--- src/rtl/count_session_ctrl.sv ---
// Session controller for a shared 3-bit event counter: round-robin grant, clear, count window,
// then report the saturated count and an overflow flag with a one-cycle done pulse.
module count_session_ctrl #(
  parameter int unsigned NREQ  = 4,
  parameter int unsigned WIN_W = 8
) (
  input  logic             clk,
  input  logic             reset,
  input  logic [NREQ-1:0]  req,
  input  logic [WIN_W-1:0] win_len,
  input  logic             event_in,
  input  logic [2:0]       cnt_val,
  output logic             cnt_clear,
  output logic             cnt_inc,
  output logic [NREQ-1:0]  grant,
  output logic             busy,
  output logic [NREQ-1:0]  done,
  output logic [2:0]       result,
  output logic             overflow
);

  localparam int unsigned LW = (NREQ > 1) ? $clog2(NREQ) : 1;

  typedef enum logic [2:0] {StIdle, StClear, StCount, StSettle, StDone} state_e;

  state_e           state;
  logic [NREQ-1:0]  pending;
  logic [LW-1:0]    last;
  logic [WIN_W-1:0] timer;
  logic             ovf;

  logic             found;
  logic [LW-1:0]    win_idx;
  logic [NREQ-1:0]  win_oh;
  int unsigned      idx_int;
  logic [LW-1:0]    idx;

  // Round-robin search starting one past the last winner.
  always_comb begin
    found   = 1'b0;
    win_idx = '0;
    idx_int = 0;
    idx     = '0;
    for (int k = 0; k < int'(NREQ); k++) begin
      idx_int = (32'(last) + 32'd1 + 32'(k)) % NREQ;
      idx     = LW'(idx_int);
      if (!found && pending[idx]) begin
        found   = 1'b1;
        win_idx = idx;
      end
    end
    win_oh = found ? (NREQ'(1) << win_idx) : '0;
  end

  always_ff @(posedge clk) begin
    if (reset) begin
      state    <= StIdle;
      grant    <= '0;
      pending  <= '0;
      last     <= LW'(NREQ - 1);
      timer    <= '0;
      ovf      <= 1'b0;
      result   <= 3'd0;
      overflow <= 1'b0;
    end else begin
      // A new request in the grant cycle survives the clear.
      pending <= (pending & ~((state == StIdle) ? win_oh : '0)) | req;
      unique case (state)
        StIdle: begin
          if (found) begin
            grant <= win_oh;
            last  <= win_idx;
            timer <= (win_len == '0) ? WIN_W'(1) : win_len;
            ovf   <= 1'b0;
            state <= StClear;
          end
        end
        StClear: state <= StCount;
        StCount: begin
          if (event_in && (cnt_val == 3'd7)) ovf <= 1'b1;
          if (timer == WIN_W'(1)) state <= StSettle;
          else                    timer <= timer - WIN_W'(1);
        end
        StSettle: begin
          result   <= cnt_val;
          overflow <= ovf;
          state    <= StDone;
        end
        StDone: begin
          grant <= '0;
          state <= StIdle;
        end
        default: state <= StIdle;
      endcase
    end
  end

  always_comb begin
    cnt_clear = (state == StClear);
    cnt_inc   = (state == StCount) && event_in && (cnt_val != 3'd7);
    busy      = (state != StIdle);
    done      = (state == StDone) ? grant : '0;
  end

endmodule

--- config.mk ---
export PLATFORM = sky130hd
export DESIGN_NAME = count_session_ctrl
export DESIGN_NICKNAME = d
export VERILOG_FILES = /design/src/rtl/count_session_ctrl.sv
export SDC_FILE = /design/constraint.sdc
export NUM_CORES = 1
export LEC_CHECK = 0
export ABC_AREA = 1
export CORE_ASPECT_RATIO = 0.75
export CORE_MARGIN = 2
export CORE_UTILIZATION = 50
export DETAILED_ROUTE_END_ITERATION = 7
export DONT_BUFFER_PORTS = 1
export HOLD_SLACK_MARGIN = 0.06
export PLACE_DENSITY = 0.64
export RECOVER_POWER = 25
export SLEW_MARGIN = 0
export SYNTH_ARGS = -nofsm -noshare
export SYNTH_HDL_FRONTEND = slang
export SYNTH_SLANG_ARGS = --single-unit
export TNS_END_PERCENT = 100
--- constraint.sdc ---
create_clock -name clk -period 2.2 [get_ports clk]
set_input_delay 0.44 -clock clk [delete_from_list [all_inputs] [get_ports clk]]
set_output_delay 0.44 -clock clk [all_outputs]
set_load 0.01 [all_outputs]
==> impl_metrics.tcl <==
set metrics [dict create \
    gp_congestion 0.8383 \
    cts_buffers 3 \
    rows 18 \
    grt_pass1_wl_mm 5.513 \
    synth_fa_ha_area_share_pct 1.495 \
    ios 33 \
    finalCritPeriodShare_pct 81.85 \
    core_area_mm2 0.003243 \
    met3WireLength_um 269 \
    hold_path.class "in -> reg" \
    synth_compound_area_share_pct 16.89 \
    synth.yosys.seq_area_share_pct 31.09 \
    rsz0062_at_grt "false" \
    clk_pin_slew_ns 0.09 \
    drv_cap 0 \
    synth_nets 261 \
    place_ws_ns 0.4282 \
    grt_max_degree 16 \
    required_ns 1.76 \
    die_area_mm2 0.003832 \
    powerDensity_mw_per_mm2 1534 \
    synthXorXnorAreaFrac_pct 0 \
    drtPass1Iterations 4 \
    top_layer_used "met4" \
    layout_commonest_cell "nand2_1" \
    root_buffer "clkbuf_8" \
    synth_cell_types 30 \
    die_h_um 54.11 \
    synthMuxAreaShare_pct 0.5979 \
    worst_path_max_delay_cell "dfxtp_1" \
    wl_met2_mm 1.216 \
    fin_nets 263 \
    synth_top_family_by_area "simple AND/OR/NAND/NOR gates" \
    cts_setup_buffers 0 \
    setup_tns_ns 0 \
    dp_hpwl_mm 2.541 \
    tightest_slew_ns 0.4541 \
    fin_util_pct 54.71 \
    final_cell_mix "nand2_1 (48), inv_1 (32), dfxtp_1 (26), nor2_1 (25), o21ai_0 (18)" \
    crit_path_end_kind "output port" \
    ant_nets 0 \
    port_buffers 0 \
    holdPathStages 1 \
    drt_iter0_drc 67 \
    synthesis.area_mm2 0.001674 \
    crit_path_max_incr_delay_ns 0.38 \
    die_w_um 70.82 \
    start_kind "flip-flop" \
    fmax_mhz 555.3 \
    worstPathArrival_ns 1.36 \
    slew_headroom_pct 69.45 \
    leakagePower_uw 0.0008163 \
    cts_hold_buffers 0 \
    vias_per_cell 5.103 \
    initial_core_util_pct 51.62 \
    wirelength_mm 3.228 \
    track_usage_pct 18.54 \
    finalClockSkew_ns 0.003746 \
    n_antenna_cell 0 \
    drive_gt1_share_pct 19.83 \
    insertion_delay_ns 0.27 \
    via_count 1439 \
    finalCriticalPeriod_ns 1.801 \
    syn_area_per_cell_um2 6.946 \
    ys_ff_latch 26 \
    grt_antenna_before_repair 0 \
    grt_pass1_vias 1221 \
    cts_resized 0 \
    clock_path_buffers 2 \
    path_cells "inv_1, nor3_2, buf_4, nand2_1, nor2_1" \
    syn_to_final_growth_pct 5.979 \
    hold_viol_final 0 \
    status "finished clean" \
    yosys.area_share.simple_pct 38.42 \
    cts_tree "yes" \
    wl_per_cell_um 11.45 \
    worstPathMaxFanout 12 \
    ir_drop_mv 0.7243 \
    finalSetupViolCount 0 \
    reg2reg_slack_ns 0.42 \
    overflow 0 \
    syn_inst 241 \
    worst_slack_ns 0.3992 \
    slew_viol_final 0 \
    ctsHtreeMaxLevel 1 \
    clkSinkCount 26 \
    met1_length_mm 1.721 \
    critPathKind "reg -> out" \
    rr_worst_depth 11 \
    synth_warnings 0 \
    drc 0 \
]
flip-flops by register name (all words and copies together), names as in the netlist:
signal,flops
grant,4
last,2
overflow,1
ovf,1
pending,4
result,3
state,3
timer,8
logic make-up after synthesis:
| logic type | count (synthesis) |
|---|---|
| buf+inv | 42 |
| mux | 1 |
| simple gates | 124 |
| compound gates | 46 |
| fa+ha+maj | 2 |
| flops | 26 |
critical path: cells and delay by family, from the launching register on:
| kind | cells | cell delay, ns |
|---|---|---|
| simple gates | 3 | 0.39 |
| buf+inv | 2 | 0.32 |
| flops | 1 | 0.38 |
path summary, 6_finish.rpt:
check / startpoint / endpoint
setup / recovery: state[1] / cnt_inc
hold / removal: reset / grant[3]
setup reg to reg: last[0] / pending[1]
hold reg to reg: ovf / ovf
cell usage after synthesis, drive strengths merged:
| master | n | share of area, % |
|---|---|---|
| buf | 4 | 1.9 |
| nor4 | 2 | 0.75 |
| mux2i | 1 | 0.60 |
| dfxtp | 26 | 31 |
| nor3 | 4 | 1.5 |
| ha | 2 | 1.5 |
| nor2 | 28 | 8.7 |
| o21a | 3 | 1.3 |
| inv | 36 | 9.1 |
| clkbuf | 1 | 0.22 |
| nand2 | 69 | 21 |
| clkinv | 1 | 0.22 |
| nand4 | 3 | 1.1 |
| a21oi | 20 | 7.5 |
| nand3 | 17 | 5.4 |
| o21ai | 23 | 8.0 |
| and3 | 1 | 0.37 |
metal layers:
metal | vias to the layer above | GRT usage (%)
met1 | 618 | 28.89
met3 | 2 | 4.869
met4 | 0 | 3.774
met2 | 43 | 24.92
met5 | - | 0
li1 | 776 | -
final cells by class:
class	count	area [um2]
Fill cell	342	1469
Sequential cell	26	520.5
Timing Repair Buffer	2	15.01
Clock inverter	1	30.03
Clock buffer	3	41.29
Multi-Input combinational cell	173	960.9
Tap cell	40	50.05
Inverter	37	156.4
per-stage QoR:
stage | std cells | total power (uW) | cell area, um2 | hold slack [ns]
detailed placement | 278 | 2338 | 1703 | 0.4492
global placement | 278 | 2337 | 1703 | 0.4481
finish | 282 | 2722 | 1774 | 0.2178
floorplan | 241 | 2109 | 1674 | 0.4361
CTS | 282 | 2745 | 1774 | 0.2093
global route | 282 | 2989 | 1774 | 0.2011
where the power goes:
group | total, uW | switching (uW) | internal (uW)
sequential | 765 | 154 | 611
clock | 396 | 153 | 243
combinational | 1560 | 1040 | 522
Note: power is estimated with default switching activity, not from simulation.
==> edit 1 (same settings) <==
`NREQ`: 4 -> 8.
--- a/src/rtl/count_session_ctrl.sv
+++ b/src/rtl/count_session_ctrl.sv
@@ -2,5 +2,5 @@
 // then report the saturated count and an overflow flag with a one-cycle done pulse.
 module count_session_ctrl #(
-  parameter int unsigned NREQ  = 4,
+  parameter int unsigned NREQ  = 8,
   parameter int unsigned WIN_W = 8
 ) (
Ports: changed (resized done, grant and req); port bits go from 33 to 45. No check against the original RTL was run, so the function may have changed too.
==> edit 1 against the unedited design <==
The flow now finishes with violations (negative setup slack); critical endpoint is now pending[2]; largest cell class unchanged; area after synthesis is 53% higher; final area is 95% higher; sequential cell count up 9; hold slack lost 0.0090 ns; cell count grew 94%; wire length grew 130%; sequential share of layout area down 9.0 points; first-iteration DRC count grew to 2.6 times the old value; non-clock buffer count grew 48; count of clock-buffer cells in the layout grew 3; fmax decreased by 29%; setup slack lost 0.72 ns.
Power is left out: the tool's default activity adds up to more than one toggle a clock period on the data nets, which glitch-free logic cannot reach.
==> edit 1: results (changes against the unedited design) <==
metric,value,unit,change
status,"finished, violations left",,was completed
failing checks,negative setup slack,,
sequential cell area fraction in the yosys report,27.3,%,was 31.1%
filler instances,430,,was 342
Syn Nets,464,,was 261
via count,2863,,"was 1,439"
number of global-route vias before repair,2594,,"was 1,221"
Detailed Route WL,7480,um,was 3230 um
largest net degree at the start of global routing,25,,was 16
commonest cells in the netlist,"nand2_1 (136), nor2_1 (58), inv_1 (55)",,"was nand2_1 (48), inv_1 (32), dfxtp_1 (26)"
HPWL Detailed,5420,um,was 2540 um
Overall Global Routing Usage,26.6,%,was 18.5%
grt met3 use,5.12,%,was 4.87%
CP Max Fanout,6,,was 12
DR iter-0 viols,171,,was 67
clk_skew,0.00345,ns,was 0.00375 ns
final setup fails,28,,was 0
setup ws final,-0.323,ns,was 0.399 ns
Reg2Reg Depth,18,,was 11
Synth cell types,33,,was 30
Worst-path clk slew,0.07,ns,was 0.09 ns
origin of the worst setup path,last[0],,was state[1]
top post-synthesis cells by area,"dfxtp_1 (27%), nand2_1 (20%), nand3_1 (9.2%)",,"was dfxtp_1 (31%), nand2_1 (11%), inv_1 (7.2%)"
M2 GR Usage,40.6,%,was 24.9%
Worst-Margin Slew,0.470,ns,was 0.454 ns
"Slowest-stage cell, CP",dfxtp_4,,was dfxtp_1
CTS Buf Count,5,,was 3
fin nets,512,,was 263
Pre-Repair DR Iteration Count,5,,was 4
-- edit 1: timing repair --
action	in CTS	in global routing
gates resized for setup	48	48
pin swaps	37	17
hold buffers	0	0
cloned	2	0
setup buffers	5	5
setup endpoints to repair	29	29
-- edit 1: cells by family (layout without fill, tap and decap cells) --
family          count (synthesis)  after routing  synth area share [%]
compound gates                 59             59                  13.1
xor+xnor                        1              1                 0.342
fa+ha+maj                       4              4                  1.95
buf+inv                        69            117                  11.0
flops                          35             35                  27.3
mux                             1              1                 0.390
simple gates                  269            270                  45.9
-- edit 1: worst paths after layout --
check / slack [ns] / endpoint
max: -0.32 / pending[2]
min: 0.21 / ovf
max reg2reg: -0.32 / pending[2]
min reg2reg: 0.47 / ovf
-- edit 1: through the flow --
| step | cells | setup WS (ns) | setup TNS, ns | cell area, um^2 |
|---|---|---|---|---|
| floorplan | 438 | -0.340 | -6.27 | 2630 |
| global placement | 527 | -0.362 | -7.95 | 2930 |
| detailed placement | 527 | -0.401 | -8.89 | 2930 |
| CTS | 542 | -0.246 | -5.87 | 3230 |
| global route | 547 | -0.477 | -12.29 | 3470 |
| finish | 547 | -0.323 | -7.60 | 3470 |
-- edit 1: cell type report --
class                           instances  share of cell area, %
Timing Repair Buffer                   50                   11.6
Inverter                               59                   6.75
Multi-Input combinational cell        335                   56.3
Tap cell                               60                   2.17
Clock buffer                            6                   2.38
Clock inverter                          2                  0.469
Sequential cell                        35                   20.4
-- edit 1: routing by layer --
layer | vias to the layer above | wire length, um
li1 | 1495 | -
met1 | 1293 | 3800
met2 | 69 | 3300
met3 | 6 | 327
met4 | 0 | 53
met5 | - | 0
==> edit 2 (same settings) <==
Made on the original files. Reset style: asynchronous (`reset`), changed in one clocked block.
--- a/src/rtl/count_session_ctrl.sv
+++ b/src/rtl/count_session_ctrl.sv
@@ -53,5 +53,5 @@
   end
 
-  always_ff @(posedge clk) begin
+  always_ff @(posedge clk or posedge reset) begin
     if (reset) begin
       state    <= StIdle;
Check against the original RTL: differs if reset is asserted again (counterexample within 4 cycles, from zero or initial values and one cycle with reset high); with reset held inactive, the same outputs for 10 cycles.
==> edit 2 against the unedited design <==
Combinational power up 27%; wire length grew 5.3%; total power grew 19%; core utilization is 0.21 points lower; area after synthesis up 4.0%; final area grew 1.7%; sequential cell count unchanged; sequential share of layout area is 6.9 points higher; clock skew about the same; setup slack worse by 0.13 ns; via count decreased by 0.28%; die area up 3.7%; critical endpoint is now timer[0]; largest cell class unchanged.
==> edit 2: results (changes against the unedited design) <==
metric,value,unit,change
Overall Global Routing Usage,19.2,%,was 18.5%
I/O Buffers,0,,unchanged
top post-synthesis cells by area,"dfrtp_1 (35%), nand2_1 (13%), inv_1 (7.8%)",,"was dfxtp_1 (31%), nand2_1 (11%), inv_1 (7.2%)"
HPWL Detailed,2700,um,was 2540 um
grt met3 use,4.71,%,was 4.87%
status,completed,,unchanged
Syn Inst Count,236,,was 241
r2r startpoint,last[0],,unchanged
Worst-Margin Slew,1.36,ns,was 0.454 ns
ys async rst share,100,%,was 0%
leakage power,0.951,nW,was 0.816 nW
worst-skew pair later-pin latency,0.27,ns,about the same
ys flop type,dfrtp_1,,was dfxtp_1
first-pass GRT wire length,5780,um,was 5510 um
crit path kind,flop to flop,,was flop to output port
setup ws final,0.270,ns,was 0.399 ns
largest net degree at the start of global routing,27,,was 16
M1 GR Usage,30.0,%,was 28.9%
CP Max Fanout,16,,was 12
Final Non-Filler Cells,276,,was 282
M2 GR Usage,26.9,%,was 24.9%
sequential cell area fraction in the yosys report,37.5,%,was 31.1%
post-route ant nets,0,,unchanged
clock root buffer,clkbuf_8,,unchanged
via count,1435,,"was 1,439"
placed cell count,272,,was 278
VDD IR max,0.000710,V,was 0.000724 V
Synth cell types,31,,was 30
RD Place Congestion,0.860,,was 0.838
Hold Crit Start,req[3],,was reset
"Slowest-stage cell, CP",dfstp_2,,was dfxtp_1
clk_skew,0.00383,ns,was 0.00375 ns
commonest cells in the netlist,"nand2_1 (61), inv_1 (36), dfrtp_1 (24)",,"was nand2_1 (48), inv_1 (32), dfxtp_1 (26)"
Reg2Reg Depth,11,,unchanged
number of global-route vias before repair,1206,,"was 1,221"
Detailed Route WL,3400,um,was 3230 um
Worst EP arrival,2.08,ns,was 1.36 ns
worst hold stages,2,,was 1
share of cells above drive strength 1,14.4,%,was 19.8%
DR iter-0 viols,69,,was 67
Place WS,0.286,ns,was 0.428 ns
fin nets,257,,was 263
Worst path max stage delay,0.65,ns,was 0.38 ns
-- edit 2: cell type report --
| cell class | instances | area [um^2] |
|---|---|---|
| sequential | 26 | 653 |
| clock buffer | 4 | 55.1 |
| fill | 320 | 1510 |
| tap | 40 | 50.0 |
| inverter | 38 | 145 |
| multi-input combinational | 166 | 890 |
| timing repair buffer | 2 | 11.3 |
-- edit 2: report_power, final --
part	internal, W	switching, W	total, W
Clock	0.000160	0.000144	0.000304
Combinational	0.000652	0.00133	0.00198
Sequential	0.000719	0.000230	0.000949
-- edit 2: kinds of logic after synthesis --
family | Yosys count | synth area share, %
simple gates | 131 | 37.4
buf+inv | 44 | 11.4
compound gates | 32 | 11.8
flops | 26 | 37.5
fa+ha+maj | 2 | 1.44
xor+xnor | 1 | 0.503
-- edit 2: per-layer routing --
layer  share of wire [%]  vias to the layer above
met4                0.41                        0
met1                  54                      630
met3                 7.7                        4
li1                    -                      748
met5                   0                        -
met2                  38                       53
-- edit 2: through the flow --
stage | hold WS (ns) | power [W]
after floorplan | 0.464 | 0.00266
after global placement | 0.409 | 0.00294
after detailed placement | 0.412 | 0.00294
after CTS | 0.109 | 0.00326
after global routing | 0.257 | 0.00359
final | 0.261 | 0.00323
-- edit 2: final timing paths --
| path | endpoint |
|---|---|
| max | timer[0] |
| min | pending[3] |
| max reg2reg | timer[0] |
| min reg2reg | timer[3] |
| max in group asynchronous | state[0] |
| min in group asynchronous | grant[2] |
